**src/rtl/pipo_load_arbiter.sv**
```systemverilog
// Two-requester round-robin arbiter that loads a shared PIPO register.
// Each transfer goes through IDLE -> LOAD -> FULL, and the consumer releases FULL with rd_ack.
module pipo_load_arbiter #(
    parameter int WIDTH = 8
) (
    input  logic             clk,
    input  logic             reset,
    input  logic             req0,
    input  logic [WIDTH-1:0] data0,
    input  logic             req1,
    input  logic [WIDTH-1:0] data1,
    input  logic             rd_ack,
    output logic             load,
    output logic [WIDTH-1:0] pdata,
    output logic             gnt0,
    output logic             gnt1,
    output logic             owner,
    output logic             q_valid,
    output logic             busy
);

    localparam logic [1:0] IDLE = 2'd0;
    localparam logic [1:0] LOAD = 2'd1;
    localparam logic [1:0] FULL = 2'd2;

    logic [1:0]       state_q, state_d;
    logic             load_q, load_d;
    logic             gnt0_q, gnt0_d;
    logic             gnt1_q, gnt1_d;
    logic             owner_q, owner_d;
    logic             q_valid_q, q_valid_d;
    logic             busy_q, busy_d;
    logic [WIDTH-1:0] pdata_q, pdata_d;
    logic             winner;

    // On a contested request, the requester that did not win last time takes the grant.
    always_comb begin
        winner = 1'b0;
        if (req0 && req1) begin
            winner = ~owner_q;
        end else if (req1) begin
            winner = 1'b1;
        end
    end

    always_comb begin
        state_d   = state_q;
        load_d    = 1'b0;
        gnt0_d    = 1'b0;
        gnt1_d    = 1'b0;
        owner_d   = owner_q;
        pdata_d   = pdata_q;
        q_valid_d = q_valid_q;
        busy_d    = busy_q;
        case (state_q)
            IDLE: begin
                if (req0 || req1) begin
                    state_d = LOAD;
                    load_d  = 1'b1;
                    busy_d  = 1'b1;
                    owner_d = winner;
                    gnt0_d  = ~winner;
                    gnt1_d  = winner;
                    pdata_d = winner ? data1 : data0;
                end
            end
            LOAD: begin
                state_d   = FULL;
                q_valid_d = 1'b1;
                busy_d    = 1'b1;
            end
            FULL: begin
                if (rd_ack) begin
                    state_d   = IDLE;
                    q_valid_d = 1'b0;
                    busy_d    = 1'b0;
                end
            end
            default: begin
                state_d   = IDLE;
                q_valid_d = 1'b0;
                busy_d    = 1'b0;
            end
        endcase
    end

    // owner resets to 1 so that requester 0 wins the first contested arbitration.
    always_ff @(posedge clk or negedge reset) begin
        if (!reset) begin
            state_q   <= IDLE;
            load_q    <= 1'b0;
            gnt0_q    <= 1'b0;
            gnt1_q    <= 1'b0;
            owner_q   <= 1'b1;
            q_valid_q <= 1'b0;
            busy_q    <= 1'b0;
            pdata_q   <= '0;
        end else begin
            state_q   <= state_d;
            load_q    <= load_d;
            gnt0_q    <= gnt0_d;
            gnt1_q    <= gnt1_d;
            owner_q   <= owner_d;
            q_valid_q <= q_valid_d;
            busy_q    <= busy_d;
            pdata_q   <= pdata_d;
        end
    end

    assign load    = load_q;
    assign pdata   = pdata_q;
    assign gnt0    = gnt0_q;
    assign gnt1    = gnt1_q;
    assign owner   = owner_q;
    assign q_valid = q_valid_q;
    assign busy    = busy_q;

endmodule
```
**config.mk**
```make
export PLATFORM = sky130hd
export DESIGN_NAME = pipo_load_arbiter
export DESIGN_NICKNAME = d
export VERILOG_FILES = /design/src/rtl/pipo_load_arbiter.sv
export SDC_FILE = /design/constraint.sdc
export NUM_CORES = 1
export LEC_CHECK = 0
export ABC_AREA = 1
export CORE_UTILIZATION = 36
export CTS_CLUSTER_DIAMETER = 30
export CTS_CLUSTER_SIZE = 25
export DETAILED_ROUTE_END_ITERATION = 10
export GPL_ROUTABILITY_DRIVEN = 0
export PLACE_DENSITY = 0.72
export SYNTH_ARGS = -nofsm -noshare
export SYNTH_HDL_FRONTEND = slang
export SYNTH_SLANG_ARGS = --single-unit
```
**constraint.sdc**
```tcl
create_clock -name clk -period 1 [get_ports clk]
set_clock_uncertainty 0.1 [all_clocks]
set_input_delay 0.1 -clock clk [delete_from_list [all_inputs] [get_ports clk]]
set_output_delay 0.1 -clock clk [all_outputs]
set_load 0.01 [all_outputs]
```
# --- Word-level counts from Yosys, hierarchy flattened ---
# Cells that the tools add are included.
op_classes:
  eq_ne: 4
  muxes: 16
  n_bitwise: 3
  reduce_logical: 6
op_table:
  columns: ["operator", "n"]
  rows:
  - ["2-to-1 mux 1 bit", 10]
  - ["2-to-1 mux 8 bit", 1]
  - ["one-hot mux 1 bit (3 select lines)", 2]
  - ["one-hot mux 2 bit (3 select lines)", 1]
  - ["AND reduction 2 bit", 3]
  - ["2-to-1 mux 2 bit", 2]
  - ["inequality test 2 bit, second input constant", 2]
  - ["inverter 1 bit", 3]
  - ["equality test 2 x 1 -> 1 bit, second input constant", 1]
  - ["equality test 2 bit, second input constant", 1]
  - ["zero test 2 bit", 1]
  - ["logical AND 1 bit", 1]
  - ["logical OR 1 bit", 1]
totals:
  regBits: 16
  input_bits: 21
  out_inout_bits: 14

# --- Logic depth before layout (Yosys ltp) ---
logic_depth:
  ltp_word: 5
  depth_mapped: 5
  depth_no_buf: 5

# --- Worst setup path before layout ---
# OpenSTA, ideal clock, no wires.
synth_timing:
  path_type: "reg2reg"
  start: "reg owner_q (netlist: owner)"
  end: "reg pdata_q[0] (netlist: pdata[0])"
  setup_time_ns: 0.117
  arrival_ns: 0.942
  required_time_ns: 0.783
  setup_slack_ns: -0.160
  stages_incl_launch_ff: 6
  path_buffers: 0
  cell_sequence: "dfstp_2 nand2_4 nand2_2 nand2_1 nand3_1 nand2_1"
synth_between:
  elab_chain_cells: 3
synth_lines:
  columns: ["element", "line", "rtl"]
  rows:
  - ["start, declared", "30", "logic owner_q, owner_d;"]
  - ["start signal, assigned", "103", "owner_q <= owner_d;"]
  - ["inverter 1 bit", "40", "winner = ~owner_q;"]
  - ["2-to-1 mux 1 bit", "39", "if (req0 && req1) begin"]
  - ["2-to-1 mux 8 bit", "64", "pdata_d = winner ? data1 : data0;"]
  - ["end signal, assigned", "106", "pdata_q <= pdata_d;"]
  - ["end, declared", "33", "logic [WIDTH-1:0] pdata_q, pdata_d;"]
# Every way passes these cells.
# A chain may end at the register's enable or synchronous reset.

# --- Final worst setup path ---
layout_timing:
  start: "reg owner_q (netlist: owner)"
  end: "reg pdata_q[1] (netlist: pdata[1])"
# The elaborated chain is that of the path after synthesis.

==> flow_summary.json <==
{
  "status": "complete, but fails checks",
  "violations": "negative setup slack",
  "cts_sinks": 16,
  "core-area_sq_um": 1980,
  "critPathLaunchType": "flop",
  "p_int_mw": 2.21,
  "synth-simple-area-share_pct": 30.7,
  "yosys.cell_types.count": 15,
  "finalNonFillerCells": 182,
  "htreeDepth": 1,
  "r2r_setup_slack_ns": -0.23,
  "diodes": 0,
  "num_rows": 16,
  "path_class": "flop to flop",
  "syn_inst": 98,
  "layout_setup_ws_ns": -0.234,
  "grt_usage_pct": 20.1,
  "period_minus_slack_ns": 1.23,
  "placed_cells": 168,
  "grt-ovfl-total": 0,
  "swShare_pct": 38.6,
  "avgSynthCellArea_sq_um": 7.85,
  "yosysTopAreaCellShare_pct": 48.8,
  "yosys.area.top_type": "dfrtp_1",
  "min-delay-path-class": "input port to async pin",
  "dp_hpwl_mm": 1.34,
  "seqPwrFrac_pct": 31.6,
  "pin_count": 35,
  "synthMuxAreaShare_pct": 0,
  "cp_max_fo": 6,
  "portBuffers": 34,
  "dp_slack_ns": -0.387,
  "antenna_found_initial": 0,
  "finalHoldViolCount": 0,
  "grt_max_degree": 17,
  "synth_seq_area_share_pct": 52.2,
  "hold_buffers": 0,
  "synth_area_leaders": "dfrtp_1, nand2_1, nand3_1",
  "max_freq_mhz": 811,
  "dr.pass1.iters": 4,
  "cts_tree": "built",
  "synthesis.area_sq_um": 769,
  "pwr-share-clk_pct": 11.8,
  "cts-root-buf": "clkbuf_4",
  "viasPerCell": 4.60,
  "ys_ff_latch": 16,
  "fillers": 157,
  "endpoint_kind": "flop",
  "fin_nets": 177,
  "routed_wl_mm": 2.13,
  "required_ns": 1.13,
  "synth_top_family_by_area": "simple AND/OR/NAND/NOR gates",
  "drcViolationCount": 0,
  "synth_fa_ha_area_share_pct": 0,
  "r2r_end": "pdata[1]$_DFFE_PN0P_",
  "synth_xor_area_share_pct": 0,
  "power.switching_mw": 1.39,
  "syn_to_final_growth_pct": 84.7,
  "rsz0062_at_grt": "yes",
  "route.vias.total": 838,
  "synth_compound_area_share_pct": 5.69,
  "grt_pass1_vias": 786,
  "setup_violations": 23,
  "worstMarginPinSlew_ns": 0.345,
  "yosys_warnings": 0,
  "register_area_sq_um": 402,
  "die_area_sq_um": 2330,
  "async_reset_ff_share_pct": 100,
  "drtAntennaViolNets": 0,
  "relSlewSlack_pct": 77.0,
  "synth_nets": 119,
  "fin_crit_sh_pct": 123,
  "start_util_pct": 38.8,
  "drive_gt1_share_pct": 43.2,
  "drv_slew": 0,
  "numCtsBuffers": 3,
  "synth_edf_count": 0,
  "pwr-share-comb_pct": 56.6,
  "drt_iter0_markers": 8,
  "p_leak_nw": 0.744,
  "rr_startpoint": "owner$_DFFE_PN1P_",
  "vdd_ir_drop_max_v": 0.00151,
  "grt_pass1_wl_mm": 3.12,
  "chipWidth_um": 48.2,
  "clk_pin_slew_ns": 0.10,
  "r2r_cells": 6,
  "synth-main-ff-cell": "dfrtp_1",
  "clock_latency_ns": 0.28,
  "ctsLongestPathBuffers": 2,
  "cp.arrival_ns": 1.36,
  "die_h_um": 48.2,
  "p_per_area_nw_per_um2": 2530,
  "yosys.cell_count.top_type": "nand2_1",
  "ys_top_cells_by_count": "nand2_1, inv_1, nand3_1",
  "detail_route.wl_per_cell_um": 11.7,
  "maxCapViolCount": 0,
  "multiInputGateArea_sq_um": 415
}
-- through the flow --
stage / hold slack (ns) / power [mW] / util [%] / area [sq um] / TNS, ns
2_1_floorplan: -0.296 / 1.86 / - / 774 / -1.03
3_3_place_gp: 0.354 / 2.83 / 62.1 / 1230 / -5.08
3_5_place_dp: 0.352 / 2.85 / 62.1 / 1230 / -5.48
4_1_cts: 0.0486 / 3.35 / 67.7 / 1340 / -2.44
5_1_grt: 0.0534 / 3.87 / 71.7 / 1420 / -4.07
6_report: 0.0487 / 3.59 / 71.7 / 1420 / -2.79
-- worst max-delay path by stage --
stage / startpoint / endpoint / slack [ns] / cells after the start
final: owner$_DFFE_PN1P_ / pdata[1]$_DFFE_PN0P_ / -0.23 / 6
after global routing: owner$_DFFE_PN1P_ / pdata[6]$_DFFE_PN0P_ / -0.28 / 6
after CTS: owner$_DFFE_PN1P_ / pdata[1]$_DFFE_PN0P_ / -0.23 / 6
after detailed placement: req0 / pdata[5]$_DFFE_PN0P_ / -0.39 / 5
after global placement: req0 / pdata[5]$_DFFE_PN0P_ / -0.35 / 5
after floorplan: owner$_DFFE_PN1P_ / pdata[0]$_DFFE_PN0P_ / -0.12 / 5
-- metal layers --
metal,track usage (%),wire (um)
met5,0,0
met4,10.0,28
met3,4.07,99
met2,36.3,1090
met1,22.1,910
-- final cells by class --
class	instances	share of cell area (%)
Multi-Input combinational cell	62	29.2
Sequential cell	16	28.3
Timing Repair Buffer	53	32.3
Inverter	20	5.28
Tap cell	27	2.38
Clock buffer	4	2.55
-- worst max-delay path: stages, from the launching register on --
cell	delay, ns
dfstp_2	0.55
buf_6	0.11
nand2_8	0.07
buf_6	0.16
nand3_2	0.06
nand3_2	0.06
nand2_2	0.06
-- cell families after synthesis --
logic type | after synthesis
AND/OR/NAND/NOR | 52
buffers and inverters | 22
flip-flops | 16
AO/OA/AOI/OAI | 8
-- timing repair --
item | CTS | global route
setup endpoints to repair | 26 | 29
pin swaps | 14 | 8
gates resized for setup | 80 | 13
buffers inserted | 6 | 2
cloned | 0 | 2
-- sequential cells by signal (all words and copies together), names as in the netlist --
name     cells
owner        1
state_q      2
load         1
gnt1         1
gnt0         1
q_valid      1
pdata        8
busy         1
-- power groups by stage --
stage / Combinational (mW) / Clock (mW) / Sequential [mW]
6_report: 2.03 / 0.425 / 1.13
5_1_grt: 2.23 / 0.464 / 1.18
4_1_cts: 1.81 / 0.430 / 1.11
3_5_place_dp: 1.71 / 0 / 1.13
3_3_place_gp: 1.70 / 0 / 1.13
2_1_floorplan: 0.591 / 0 / 1.27
-- placed cells by master, fill, tap and decap left out, types with 3 or more instances in the layout --
cell              n
inv_1            20
nand2_1          20
clkdlybuf4s50_1  19
dfrtp_1          15
buf_2            12
buf_4            12
nand3_2          11
nand2_2           8
buf_6             8
nand3_1           6
nor2_4            3
a21oi_1           3
clkbuf_4          3
No activity file was read; power rests on OpenSTA's default activity.
